[src/rtl/uart_tx_fifo.sv]
// Buffered 8N1 UART transmitter: valid/ready byte input, circular FIFO,
// back-to-back serialisation on uart_tx.
module uart_tx_fifo #(
  parameter int DELAY_FRAMES = 234,
  parameter int FIFO_DEPTH   = 16,
  parameter int FIFO_AW      = 4
) (
  input  logic             clk,
  input  logic             rst_n,
  input  logic [7:0]       wr_data,
  input  logic             wr_valid,
  output logic             wr_ready,
  output logic             uart_tx,
  output logic             busy,
  output logic [FIFO_AW:0] fifo_count
);

  localparam int CW = $clog2(DELAY_FRAMES);

  typedef enum logic [1:0] {
    IDLE,
    START,
    DATA,
    STOP
  } state_t;

  state_t             state;
  logic [CW-1:0]      bitCnt;
  logic [2:0]         bitIdx;
  logic [7:0]         shift;
  logic [7:0]         mem [FIFO_DEPTH];
  logic [FIFO_AW-1:0] rdPtr;
  logic [FIFO_AW-1:0] wrPtr;
  logic               push;
  logic               pop;
  logic               lastTick;
  logic               notEmpty;

  assign notEmpty = fifo_count != '0;
  assign wr_ready = fifo_count != (FIFO_AW+1)'(FIFO_DEPTH);
  assign push     = wr_valid && wr_ready;
  assign lastTick = bitCnt == CW'(DELAY_FRAMES - 1);
  assign busy     = (state != IDLE) || notEmpty;

  // Pop only where a new frame can start: idle, or the last stop-bit tick.
  assign pop = notEmpty &&
               ((state == IDLE) || ((state == STOP) && lastTick));

  always_ff @(posedge clk) begin
    if (push) mem[wrPtr] <= wr_data;
  end

  always_ff @(posedge clk or negedge rst_n) begin
    if (!rst_n) begin
      wrPtr      <= '0;
      rdPtr      <= '0;
      fifo_count <= '0;
    end else begin
      if (push) wrPtr <= wrPtr + 1'b1;
      if (pop)  rdPtr <= rdPtr + 1'b1;
      unique case (1'b1)
        push && !pop: fifo_count <= fifo_count + 1'b1;
        pop && !push: fifo_count <= fifo_count - 1'b1;
        default:      fifo_count <= fifo_count;
      endcase
    end
  end

  always_ff @(posedge clk or negedge rst_n) begin
    if (!rst_n) begin
      state   <= IDLE;
      uart_tx <= 1'b1;
      bitCnt  <= '0;
      bitIdx  <= '0;
      shift   <= '0;
    end else begin
      unique case (state)
        IDLE: begin
          uart_tx <= 1'b1;
          bitCnt  <= '0;
          if (pop) begin
            shift   <= mem[rdPtr];
            uart_tx <= 1'b0;
            state   <= START;
          end
        end
        START: begin
          if (lastTick) begin
            bitCnt  <= '0;
            bitIdx  <= '0;
            uart_tx <= shift[0];
            state   <= DATA;
          end else begin
            bitCnt <= bitCnt + 1'b1;
          end
        end
        DATA: begin
          if (lastTick) begin
            bitCnt <= '0;
            if (bitIdx == 3'd7) begin
              uart_tx <= 1'b1;
              state   <= STOP;
            end else begin
              bitIdx  <= bitIdx + 1'b1;
              uart_tx <= shift[1];
              shift   <= shift >> 1;
            end
          end else begin
            bitCnt <= bitCnt + 1'b1;
          end
        end
        STOP: begin
          if (lastTick) begin
            bitCnt <= '0;
            if (pop) begin
              shift   <= mem[rdPtr];
              uart_tx <= 1'b0;
              state   <= START;
            end else begin
              state <= IDLE;
            end
          end else begin
            bitCnt <= bitCnt + 1'b1;
          end
        end
        default: state <= IDLE;
      endcase
    end
  end

endmodule

[config.mk]
export PLATFORM = sky130hd
export DESIGN_NAME = uart_tx_fifo
export DESIGN_NICKNAME = d
export VERILOG_FILES = /design/src/rtl/uart_tx_fifo.sv
export SDC_FILE = /design/constraint.sdc
export NUM_CORES = 1
export LEC_CHECK = 0
export BUFFER_PORTS_ARGS = -buffer_cell sky130_fd_sc_hd__buf_2
export CAP_MARGIN = 0
export CORE_AREA = 4 4 139 141
export CTS_CLUSTER_SIZE = 10
export DETAILED_ROUTE_END_ITERATION = 8
export DIE_AREA = 0 0 143 145
export PLACE_DENSITY = 0.61
export RECOVER_POWER = 25
export SETUP_SLACK_MARGIN = 0.4
export SYNTH_ARGS = -nofsm -noshare
export SYNTH_HDL_FRONTEND = slang
export SYNTH_SLANG_ARGS = --single-unit
[constraint.sdc]
create_clock -name clk -period 4 [get_ports clk]
set_clock_uncertainty 0.15 [all_clocks]
set_input_delay 0.4 -clock clk [delete_from_list [all_inputs] [get_ports clk]]
set_output_delay 0.4 -clock clk [all_outputs]
set_load 0.005 [all_outputs]
# Yosys cells after proc, flatten, opt, wreduce, memory -nomap -nowiden
# Memory sizes are Yosys's and may differ from the RTL's.
# Index checks and enable logic that the tools add are counted.
# totals
reg_bits,35
n_memories,1
input_bits,11
ramBits,128
# classes
add_sub_neg,6
n_reduce_logical,20
n_eq_ne,13
n_mux,28
# memory_table
name,depth,width,rd,rd_ports_with_merged_regs,write_ports,line,rtl
mem,16,8,1,0,1,31,logic [7:0] mem [FIFO_DEPTH];
# op_table
cell,count
$mux W8,5
$pmux W8 S3,1
$pmux W8 S2,1
$ne A2 B2 Y1 const B,7
$reduce_and A4 Y1,3
$mux W2,5
$pmux W5 S2,1
$mux W1,9
$mux W3,3
$add A4 B1 Y4 const B,2
$add A8 B1 Y8 const B,1
$eq A8 B8 Y1 const B,1
$pmux W2 S4,1
$pmux W3 S2,1
$reduce_bool A2 Y1,3
$add A5 B1 Y5 const B,1
$logic_and A1 B1 Y1,5
$ne A5 B5 Y1 const B,1
$reduce_and A5 Y1,1
$reduce_bool A5 Y1,1
$sub A5 B1 Y5 const B,1
$eq A2 B2 Y1 const B,2
$pmux W1 S4,1
$add A3 B1 Y3 const B,1
other kinds (7),9

# Logic depth before layout (Yosys ltp)
# Gate-level depths: netlist (run 1).
# logic_depth
ltp_word,7
mapped_depth,15
mapped_depth_nobuf,13

# Worst setup path before layout (run 1)
# No wires, ideal clock.
# synth_timing
path_kind,reg-to-reg
start,register fifo_count[0]
end,register fifo_count[4]
n_path_buf,2
required_ps,3723
path_slack_ps,1263
path_stages_with_launch,15
arrival_time_ps,2461
cell_sequence,dfrtp_1 -> nor2_2 -> nand3_1 -> and2_1 -> buf_2 -> inv_1 -> ha_1 -> clkbuf_1 -> xor2_1 -> ha_1 -> o31ai_1 -> a22oi_1 -> nor3_1 -> a21oi_1 -> xnor2_1
# synth_between
elab_chain_cells,5
# synth_rtl
item,line,rtl
start: declaration,15,output logic [FIFO_AW:0] fifo_count
start signal: assignment,62,push && !pop: fifo_count <= fifo_count + 1'b1;
start signal: assignment,63,pop && !push: fifo_count <= fifo_count - 1'b1;
start signal: assignment,64,default: fifo_count <= fifo_count;
$ne A5 B5 Y1 *,40,assign wr_ready = fifo_count != (FIFO_AW+1)'(FIFO_DEPTH);
via wr_ready,12,"output logic wr_ready,"
$logic_and A1 B1 Y1 *,41,assign push = wr_valid && wr_ready;
$logic_not A1 Y1,63,
$logic_and A1 B1 Y1,63,
$pmux W5 S2 / $reduce_bool A2 Y1 (equally long branches),-,
# Mark *: on every way through the listed nets, which the timed path passes. The rest lies on a longest branch.
# A chain may end at the register's enable or synchronous reset.

# Worst setup path after layout (run 1)
# layout_timing
start,register state[0]
end,register fifo_count[4]
# layout_between
elab_chain_cells,7
# layout_rtl
item,line,rtl
start: declaration,27,state_t state;
start signal: assignment,71,state <= IDLE;
start signal: assignment,84,state <= START;
start signal: assignment,92,state <= DATA;
$eq A2 B2 Y1,47,((state == IDLE) || ((state == STOP) && lastTick));
$logic_and A1 B1 Y1,47,
$logic_or A1 B1 Y1 *,47,
$logic_and A1 B1 Y1 *,46,assign pop = notEmpty &&
via pop,35,logic pop;
$logic_not A1 Y1,62,
$logic_and A1 B1 Y1,62,
$pmux W5 S2 / $reduce_bool A2 Y1 (equally long branches),-,
# Marks and branches as above.

==> results of run 1 <==
==> through the flow <==
stage / setup WS (ns) / cell area, um^2 / hold WS, ns / instances / util, %
2_1_floorplan: 1.26 / 7120 / -0.0456 / 460 / -
3_3_place_gp: 1.22 / 7400 / 0.353 / 690 / 41.2
3_5_place_dp: 1.05 / 7400 / 0.382 / 690 / 41.2
4_1_cts: 1.04 / 7990 / 0.196 / 723 / 44.5
5_1_grt: 0.791 / 7980 / 0.233 / 723 / 44.4
6_report: 1.03 / 7980 / 0.236 / 723 / 44.4
==> cell families (layout without fill, tap and decap cells) <==
group,after synthesis,in the layout,share of synthesized area [%]
xor gates and xnor gates,18,18,2.21
AOI/OAI and AO/OA,69,69,6.94
muxes,53,53,11.0
DFF,163,163,66.3
and+or+nand+nor,103,103,7.54
adders and majority gates,18,18,3.16
buffers and inverters,36,70,2.83
==> registers in the layout (all words and copies together), names as in the netlist <==
signal / cells
shift: 8
fifo_count: 5
bitIdx: 3
mem: 128
uart_tx: 1
rdPtr: 4
wrPtr: 4
state: 2
bitCnt: 8
==> placed cells by master (no fill, tap or decap), types with 3 or more instances in the layout <==
cell type / instances
nor2_1: 31
edfxtp_1: 128
a211oi_1: 6
nand2_1: 17
a31oi_1: 16
nand3_1: 5
inv_6: 4
a22oi_1: 9
mux2_2: 5
nand4_1: 7
dfrtp_1: 33
buf_4: 9
a21o_1: 3
a22o_1: 4
xnor2_1: 8
nand2b_1: 4
xor2_1: 10
mux4_1: 5
buf_2: 12
nor2b_1: 9
inv_1: 10
nor3_1: 15
clkbuf_16: 17
clkinv_1: 3
mux4_2: 13
a21oi_1: 10
mux2i_1: 29
a21oi_2: 4
o21ai_0: 6
ha_1: 18
clkbuf_1: 7
==> power groups by stage <==
stage / Clock, mW / Sequential (mW) / Combinational (mW)
2_1_floorplan: 0 / 2.28 / 1.57
6_report: 1.60 / 2.45 / 1.79
3_3_place_gp: 0 / 2.47 / 1.76
4_1_cts: 1.63 / 2.46 / 1.81
5_1_grt: 1.70 / 2.50 / 1.97
3_5_place_dp: 0 / 2.49 / 1.80
==> worst paths after layout <==
kind / start / end / slack (ns) / depth (start not counted)
max in group asynchronous: rst_n / rdPtr[1] / 2.65 / 2
setup / recovery: state[0] / fifo_count[4] / 1.03 / 11
hold reg to reg: bitIdx[1] / bitIdx[1] / 0.40 / 1
min in group asynchronous: rst_n / fifo_count[2] / 0.47 / 2
hold / removal: wr_data[3] / mem[10][3] / 0.24 / 1
setup reg to reg: state[0] / fifo_count[4] / 1.03 / 11
==> critical path, cell delays in order (launching register included) <==
cell	delay (ns)
dfrtp_1	0.44
inv_1	0.15
ha_1	0.46
o21a_2	0.32
ha_1	0.33
xor2_1	0.11
ha_1	0.22
o31ai_1	0.22
a22oi_1	0.12
nor3_1	0.14
a21oi_1	0.07
xnor2_1	0.13
==> final cells by class <==
class	count	area [um^2]
Fill cell	1563	9980
Sequential cell	163	4720
Multi-Input combinational cell	261	2200
Clock buffer	18	429
Tap cell	229	287
Timing Repair Buffer	28	160
Clock inverter	14	150
Inverter	10	37.5
==> routing by layer <==
layer  wire, um  GRT usage (%)  share of wire [%]  vias to the layer above
met3        498           3.06                3.5                       19
met1       6350           19.3                 45                     1947
li1           -              -                  -                     1812
met5          0              0                  0                        -
met4        253           5.09                1.8                        0
met2       6980           22.1                 50                       62
==> implementation parameters, run 1 <==
Parameter                              Value

Power and ir drop
  Switching power share of the total ... 33.9%
  Internal Dissipation ... 3.86 mW
  Worst-case vdd ir drop ... 0.000363 V
  Proportion of power drawn by flip-flops and latches ... 42.0%
  Pwr per Cell Area ... 732 nW/um^2
  Clock power share ... 27.4%
  Standby leakage power ... 2.87 nW
  Gate power share ... 30.6%
  Sw power ... 1.98 mW
  Total power consumption of the routed design ... 5.84 mW

Min path
  Min-Delay Path Class ... primary input to flop

STA
  Slew at the pin closest to its max-slew limit ... 1.02 ns
  Fin. max-slew vios ... 0
  Share of the clock period used by the worst path after layout ... 74.1%
  Final setup viols ... 0
  Final hold violation count ... 0
  Time the final worst path needs with I/O delays and setup ... 2.97 ns
  Setup TNS ... 0 ns
  Worst slew margin relative to its limit ... 31.8%
  Unrepaired setup endpoints after global routing ... false
  Max frequency ... 337 MHz

Synth
  Portion of synthesized cell area occupied by the leading cell type ... 54.0%
  Most frequent cells after synthesis ... edfxtp_1 (128), dfrtp_1 (34), nor2_1 (31)
  Post-synthesis cell type with the largest combined area ... edfxtp_1
  Post-synthesis async set-or-reset flop share ... 21.5%
  Most instantiated flip-flop cell in the synthesis netlist ... edfxtp_1
  Yosys cell types ... 54
  Cell with the most instances after synthesis ... edfxtp_1
  Cells after synthesis ... 460
  Sequential-to-total area share from yosys stat ... 66.3%
  Cell area after synthesis ... 7120 um^2
  Warnings, synthesis ... 0
  Area contributors post-synth ... edfxtp_1 (54%), dfrtp_1 (12%), mux4_2 (4.1%), mux2i_1 (4.1%), ha_1 (3.2%)
  Net count after synthesis ... 489
  Seq cells post-synth ... 163
  Number of flops mapped to enable cells by yosys ... 128
  Mean post-synth cell area ... 15.5 um^2

Detailed routing
  Wire per inst ... 19.5 um
  Pre-antenna DRT Iters ... 4
  Average via count per standard cell ... 5.31
  Remaining DRCs ... 0
  Drt initial violations ... 216
  ANT nets after route ... 0
  Detailed-route via count ... 3840
  DRT Wirelength ... 14.1 mm

Placement
  HPWL reported at the end of detailed placement ... 9.21 mm
  Count of port buffers added during placement ... 18
  Final weighted congestion in routability-driven placement ... 0.783

Floorplan
  Starting Density ... 39.6%
  Placement Rows ... 49
  Number of I/O pins ... 19
  Die Outline Area ... 20700 um^2
  Die width ... 143 um
  Die height ... 145 um
  Standard cell core area ... 18000 um^2

Worst setup path
  Data required, critical path ... 4.15 ns
  Category of the most critical setup path ... flop to flop
  Kind of start point of the critical path ... flop
  Data arrival at the endpoint of the critical path ... 3.12 ns
  Crit. End Element ... flop
  Critical Path Fanout Max ... 12

CTS
  Htree depth ... 4
  Clock Path Buffers ... 2
  Count of cells resized by post-cts repair ... 0
  Latest clock arrival within the worst-skew pair ... 0.42 ns
  Cts bufs inserted ... 17
  Setup Fix Bufs, Post-CTS ... 0
  Clock sink total ... 163
  Number of buffers inserted for hold repair after clock tree synthesis ... 1
  Clock transition at the register clock pins on the worst setup and hold paths after CTS ... 0.07 ns
  CTS tree ... done
  Root Buffer ... clkbuf_16

Layout
  Share of cells above drive strength 1 ... 17.0%
  Diodes inserted ... 0
  Relative area change from synthesis to final layout ... 12.1%
  Final layout net count ... 510

Run
  Max-cap check violation count ... 0

Global routing
  Global Route Usage Sum ... 14.1%
  Largest net degree at the start of global routing ... 36
  GRT overflow ... 0
  Initial antenna violation count ... 0
  First-pass GRT wire length ... 22.0 mm
  Vias in the first global route ... 3859

Run status
  Status ... completed
No activity file was read; power rests on OpenSTA's default activity.
==> run 2: changes to the inputs <==
PLACE_DENSITY = 0.63   (was 0.61)
clock period = 2.68 ns   (was 4 ns; I/O delays follow)
==> run 2 against run 1 <==
Sequential power rose by 46%. Hold slack got worse by 0.14 ns. Register-to-register slack got worse by 0.79 ns.
==> implementation parameters, run 2 (synthesis results as in run 1) <==
Parameter                              Value

Worst setup path
  Capturing element of the worst setup path ... fifo_count[4]
  Cell at the slowest stage of the critical path ... dfrtp_1
  Worst reg2reg setup slack ... 0.25 ns (-0.79 ns)
  Category of the most critical setup path ... flop to flop
  Worst Reg-to-Reg Cells ... 12 (+1)
  Critical R2R Launch ... state[1]
  Kind of start point of the critical path ... flop
  Cell repeated most along the worst path ... ha_4
  Worst path cell trace ... ha_4 > inv_1 > nor3_2 > o21a_2 > ha_4 > xor2_1 > ha_2 > o31ai_2 > a22oi_1 > nor3_1 > a21oi_1 > xnor2_1
  Data required, critical path ... 2.83 ns (-1.32 ns)
  Data arrival at the endpoint of the critical path ... 2.59 ns (-0.53 ns)
  Delay of the slowest critical-path stage ... 0.44 ns (-0.02 ns)
  Crit. End Element ... flop
  Critical Path Fanout Max ... 6 (-6)
  Reg2Reg Capture Point ... fifo_count[4]
  Critical path startpoint ... state[1]

Power and ir drop
  Switching power share of the total ... 33.9% (about the same)
  Proportion of power drawn by flip-flops and latches ... 39.0% (-3.0 points)
  Worst-case vdd ir drop ... 0.000677 V (+87%)
  Gate power share ... 34.3% (+3.7 points)
  Clock power share ... 26.7% (-0.7 points)
  Internal Dissipation ... 6.06 mW (+57%)
  Sw power ... 3.11 mW (+57%)
  Standby leakage power ... 3.09 nW (+7.5%)
  Pwr per Cell Area ... 1090 nW/um^2 (+49%)

Detailed routing
  Wire per inst ... 18.8 um (-3.6%)
  Detailed-route via count ... 3992 (+4.0%)
  Drt initial violations ... 242 (+12%)
  DRT Wirelength ... 14.4 mm (+2.0%)
  ANT nets after route ... 0 (unchanged)
  Remaining DRCs ... 0 (unchanged)
  Pre-antenna DRT Iters ... 4 (unchanged)
  Average via count per standard cell ... 5.22 (-1.7%)

Global routing
  Largest net degree at the start of global routing ... 36 (unchanged)
  GRT overflow ... 0 (unchanged)
  First-pass GRT wire length ... 23.3 mm (+5.6%)
  Vias in the first global route ... 4151 (+7.6%)
  Initial antenna violation count ... 0 (unchanged)
  Global Route Usage Sum ... 14.7% (+0.62 points)

Layout
  Diodes inserted ... 0 (unchanged)
  Highest-count cells in the layout ignoring fill and taps ... edfxtp_1 (128), buf_4 (49), nor2_1 (30)
  Most flops, register ... mem
  Largest register FFs ... 128 (unchanged)
  Share of cells above drive strength 1 ... 28.2% (+11 points)
  Final core utilization ... 46.8% (+2.3 points)
  Most common cell after layout, fill and taps aside ... edfxtp_1
  Final layout net count ... 552 (+8.2%)
  Relative area change from synthesis to final layout ... 18.1%
  Largest registers ... mem (128), bitCnt (8), shift (8)

STA
  Setup TNS ... 0 ns (unchanged)
  Final hold violation count ... 0 (unchanged)
  Minimum setup slack in the final design ... 0.245 ns (-0.789 ns)
  Worst slew margin relative to its limit ... 44.2% (+12 points)
  Slew at the pin closest to its max-slew limit ... 0.837 ns (-0.182 ns)
  Final setup viols ... 0 (unchanged)
  Fin. max-slew vios ... 0 (unchanged)
  Time the final worst path needs with I/O delays and setup ... 2.43 ns (-0.531 ns)
  Max frequency ... 411 MHz (+22%)
  Unrepaired setup endpoints after global routing ... true
  Share of the clock period used by the worst path after layout ... 90.8% (+17 points)

Floorplan
  Die height ... 145 um (unchanged)
  Standard cell core area ... 18000 um^2 (unchanged)
  Starting Density ... 39.6% (unchanged)
  Number of I/O pins ... 19 (unchanged)
  Placement Rows ... 49 (unchanged)
  Die Outline Area ... 20700 um^2 (unchanged)
  Die width ... 143 um (unchanged)

Min path
  Min-Delay Path Class ... primary input to flop

CTS
  CTS tree ... done
  Cts bufs inserted ... 17 (unchanged)
  Root Buffer ... clkbuf_16
  Latest clock arrival within the worst-skew pair ... 0.43 ns (about the same)
  Clock sink total ... 163 (unchanged)
  Htree depth ... 4 (unchanged)
  Clock transition at the register clock pins on the worst setup and hold paths after CTS ... 0.07 ns (about the same)
  Clock Path Buffers ... 2 (unchanged)

Run status
  Status ... completed

Run
  Max-cap check violation count ... 0 (unchanged)

Placement
  Minimum setup slack after placement ... 0.127 ns (-0.925 ns)
  Count of port buffers added during placement ... 18 (unchanged)
  Final weighted congestion in routability-driven placement ... 0.788 (+0.73%)
  HPWL reported at the end of detailed placement ... 9.28 mm (+0.66%)
==> run 2: how the worst min path moves through the flow <==
stage | to | slack [ns] | startpoint | depth (start not counted)
final | mem[4][4] | 0.09 | wr_data[4] | 1
after global routing | mem[8][4] | 0.09 | wr_data[4] | 1
after CTS | mem[11][0] | 0.05 | wr_data[0] | 1
after detailed placement | fifo_count[3] | 0.29 | rst_n | 1
after global placement | fifo_count[4] | 0.26 | rst_n | 1
after floorplan | bitCnt[0] | -0.18 | rst_n | 0
==> run 2: layout make-up <==
type                    count  area [um^2]
fillers                  1568         9560
flip-flops and latches    163         4730
multi-input cells         261         2270
repair buffers             70          483
clock buffers              18          429
well taps                 229          287
clock inverters            14          168
inverters                  10         37.5
==> run 2: through the flow <==
stage	area [um^2]	cells	power, mW	hold slack, ns
3_3_place_gp	7610	714	6.50	0.256
6_report	8400	765	9.17	0.0913
2_1_floorplan	7170	460	5.79	-0.178
4_1_cts	8300	755	9.17	0.0489
5_1_grt	8400	765	9.73	0.0918
3_5_place_dp	7610	714	6.59	0.286
==> run 2: worst max-delay path, delay by kind of cell, from the launching register on <==
family / cells / cell delay, ns
and+or+nand+nor: 2 / 0.20
buffers and inverters: 1 / 0.06
xor gates and xnor gates: 2 / 0.26
adders and majority gates: 3 / 0.57
AOI/OAI and AO/OA: 4 / 0.63
DFF: 1 / 0.44
==> run 2: power groups by stage <==
stage / Combinational, mW / Sequential, mW / Clock [mW]
final: 3.15 / 3.57 / 2.44
after global routing: 3.49 / 3.62 / 2.62
after CTS: 3.09 / 3.57 / 2.50
after detailed placement: 2.96 / 3.64 / 0
after global placement: 2.89 / 3.61 / 0
after floorplan: 2.37 / 3.41 / 0
==> run 2: routing by layer <==
metal / track usage (%) / wire (um)
met5: 0 / 0
met4: 4.28 / 180
met3: 3.85 / 354
met2: 24.1 / 7320
met1: 19.3 / 6510
==> run 2: what timing repair did <==
item | CTS | global route
endpoints found under the hold margin | 34 | 0
gates cloned | 0 | 0
gates resized for setup | 8 | 9
hold buffers | 1 | 0
pin swaps | 3 | 7
setup endpoints to repair | 4 | 12
buffers inserted | 8 | 10
==> run 3: changes to the inputs <==
CORE_AREA = 4 4 125 157   (was 4 4 139 141)
DIE_AREA = 0 0 129 161   (was 0 0 143 145)
PLACE_DENSITY = 0.62   (was 0.63)
==> run 3 against run 2 <==
Design area down 0.85%. Worst setup slack worse by 0.011 ns. Sequential power about the same. Cell count down 0.92%. Power down 0.90%. Utilization down 0.57 points.
==> implementation parameters, run 3 (synthesis results as in run 1) <==
Parameter                              Value

Layout
  Final design instance area without fill ... 8330 um^2 (-0.85%)
  Highest-count cells in the layout ignoring fill and taps ... edfxtp_1 (128), buf_4 (43), dfrtp_1 (31)
  Largest register FFs ... 128 (unchanged)
  Final layout net count ... 547 (-0.91%)
  Largest registers ... mem (128), bitCnt (8), shift (8)
  Diodes inserted ... 0 (unchanged)
  Multi-input combinational cell area ... 2240 um^2 (-1.3%)
  Share of cells above drive strength 1 ... 25.3% (-2.9 points)
  Relative area change from synthesis to final layout ... 17.1%
  Number of fill cells in the layout ... 1590 (+1.4%)
  Most flops, register ... mem
  Most common cell after layout, fill and taps aside ... edfxtp_1
  Seq. cell area ... 4720 um^2 (about the same)
  Final core utilization ... 46.2% (-0.57 points)

CTS
  Clock transition at the register clock pins on the worst setup and hold paths after CTS ... 0.07 ns (about the same)
  Cts bufs inserted ... 17 (unchanged)
  Latest clock arrival within the worst-skew pair ... 0.42 ns (about the same)
  Root Buffer ... clkbuf_16
  Htree depth ... 4 (unchanged)
  Clock Path Buffers ... 2 (unchanged)
  CTS tree ... done
  Clock sink total ... 163 (unchanged)

Global routing
  Vias in the first global route ... 4177 (+0.63%)
  Initial antenna violation count ... 0 (unchanged)
  Global Route Usage Sum ... 14.8% (+0.073 points)
  First-pass GRT wire length ... 23.2 mm (-0.12%)
  Largest net degree at the start of global routing ... 36 (unchanged)
  GRT overflow ... 0 (unchanged)

Floorplan
  Die height ... 161 um (+11%)
  Die width ... 129 um (-9.8%)
  Number of I/O pins ... 19 (unchanged)
  Starting Density ... 39.5% (-0.15 points)
  Placement Rows ... 55 (+12%)
  Die Outline Area ... 20800 um^2 (+0.16%)
  Standard cell core area ... 18000 um^2 (+0.37%)

STA
  Worst slew margin relative to its limit ... 46.9% (+2.7 points)
  Final hold violation count ... 0 (unchanged)
  Max frequency ... 409 MHz (-0.44%)
  Final setup viols ... 0 (unchanged)
  Fin. max-slew vios ... 0 (unchanged)
  Minimum setup slack in the final design ... 0.235 ns (-0.0108 ns)
  Time the final worst path needs with I/O delays and setup ... 2.45 ns (+0.0108 ns)
  Slew at the pin closest to its max-slew limit ... 0.797 ns (-0.0408 ns)
  Share of the clock period used by the worst path after layout ... 91.2% (+0.40 points)
  Setup TNS ... 0 ns (unchanged)
  Unrepaired setup endpoints after global routing ... true

Min path
  Min-Delay Path Class ... primary input to flop

Placement
  Final weighted congestion in routability-driven placement ... 0.772 (-2.1%)
  Count of port buffers added during placement ... 18 (unchanged)
  Placed cell areas ... 7630 um^2 (+0.18%)
  HPWL reported at the end of detailed placement ... 9.53 mm (+2.8%)
  Minimum setup slack after placement ... 0.140 ns (+0.0135 ns)

Detailed routing
  Average via count per standard cell ... 5.29 (+1.4%)
  ANT nets after route ... 0 (unchanged)
  Pre-antenna DRT Iters ... 5 (+1)
  Detailed-route via count ... 4010 (+0.45%)
  Wire per inst ... 19.0 um (+1.1%)
  Remaining DRCs ... 0 (unchanged)
  DRT Wirelength ... 14.4 mm (+0.22%)
  Drt initial violations ... 282 (+17%)

Worst setup path
  Data arrival at the endpoint of the critical path ... 2.60 ns (about the same)
  Kind of start point of the critical path ... flop
  Data required, critical path ... 2.83 ns (about the same)
  Crit. End Element ... flop
  Critical Path Fanout Max ... 6 (unchanged)
  Category of the most critical setup path ... flop to flop

Power and ir drop
  Standby leakage power ... 3.07 nW (-0.43%)
  Worst-case vdd ir drop ... 0.000472 V (-30%)
  Total power consumption of the routed design ... 9.08 mW (-0.90%)
  Pwr per Cell Area ... 1090 nW/um^2 (about the same)

Run
  Max-cap check violation count ... 0 (unchanged)

Run status
  Status ... completed
run 3: changes by cell type in the layout (fill, tap and decap cells not counted), moves of 2 or more:
cell | previous run | this run
ha_1 | 11 | 15
clkinv_4 | 0 | 2
buf_6 | 2 | 0
inv_6 | 4 | 6
clkinvlp_4 | 3 | 0
inv_1 | 7 | 9
dfrtp_1 | 29 | 31
inv_2 | 3 | 1
buf_4 | 49 | 43
ha_2 | 5 | 2
dfrtp_2 | 5 | 3
buf_12 | 0 | 3
run 3: worst paths after layout:
kind / from / endpoint / slack (ns) / cells past startpoint
max in group asynchronous: rst_n / rdPtr[1] / 1.50 / 2
worst max register to register: state[1] / fifo_count[3] / 0.23 / 11
min in group asynchronous: rst_n / fifo_count[4] / 0.31 / 2
worst min register to register: shift[7] / shift[7] / 0.39 / 2
worst min-delay path: wr_data[3] / mem[9][3] / 0.11 / 1
worst max-delay path: state[1] / fifo_count[3] / 0.23 / 11
run 3: timing repair:
item,CTS,global route
endpoints found under the setup margin,3,4
hold buffers,1,0
resized for setup,4,0
endpoints found under the hold margin,34,0
setup buffers,11,5
pin swaps,5,3
run 3: metal layers:
metal / track usage [%] / wire length (um) / up-vias
li1: - / - / 1880
met1: 18.3 / 6030 / 2030
met2: 25.3 / 7600 / 77
met3: 3.51 / 528 / 23
met4: 4.92 / 247 / 0
met5: 0 / 0 / -
run 3: layout make-up:
cell class / instances / area share, %
multi-input cells: 261 / 26.9
clock buffers: 18 / 5.15
repair buffers: 65 / 5.69
well taps: 228 / 3.42
clock inverters: 13 / 1.67
flip-flops and latches: 163 / 56.7
inverters: 10 / 0.451
run 3: power breakdown:
part	switching, mW	internal (mW)	leakage, nW
clock network	1.04	1.31	0.282
registers	0.368	3.17	1.58
logic	1.71	1.48	1.21
run 3: metrics by stage:
| stage | hold slack (ns) | cells |
|---|---|---|
| after floorplan | -0.178 | 460 |
| after global placement | 0.246 | 710 |
| after detailed placement | 0.264 | 710 |
| after CTS | 0.0817 | 753 |
| after global routing | 0.113 | 758 |
| final | 0.107 | 758 |
run 3: worst max-delay path, cell delays in order (launching register included):
cell,delay [ns]
dfrtp_1,0.40
inv_1,0.12
ha_1,0.21
o21a_2,0.24
ha_4,0.16
buf_4,0.12
buf_4,0.15
a21o_1,0.17
a221oi_1,0.25
a21o_1,0.13
a21oi_1,0.08
xor2_1,0.14
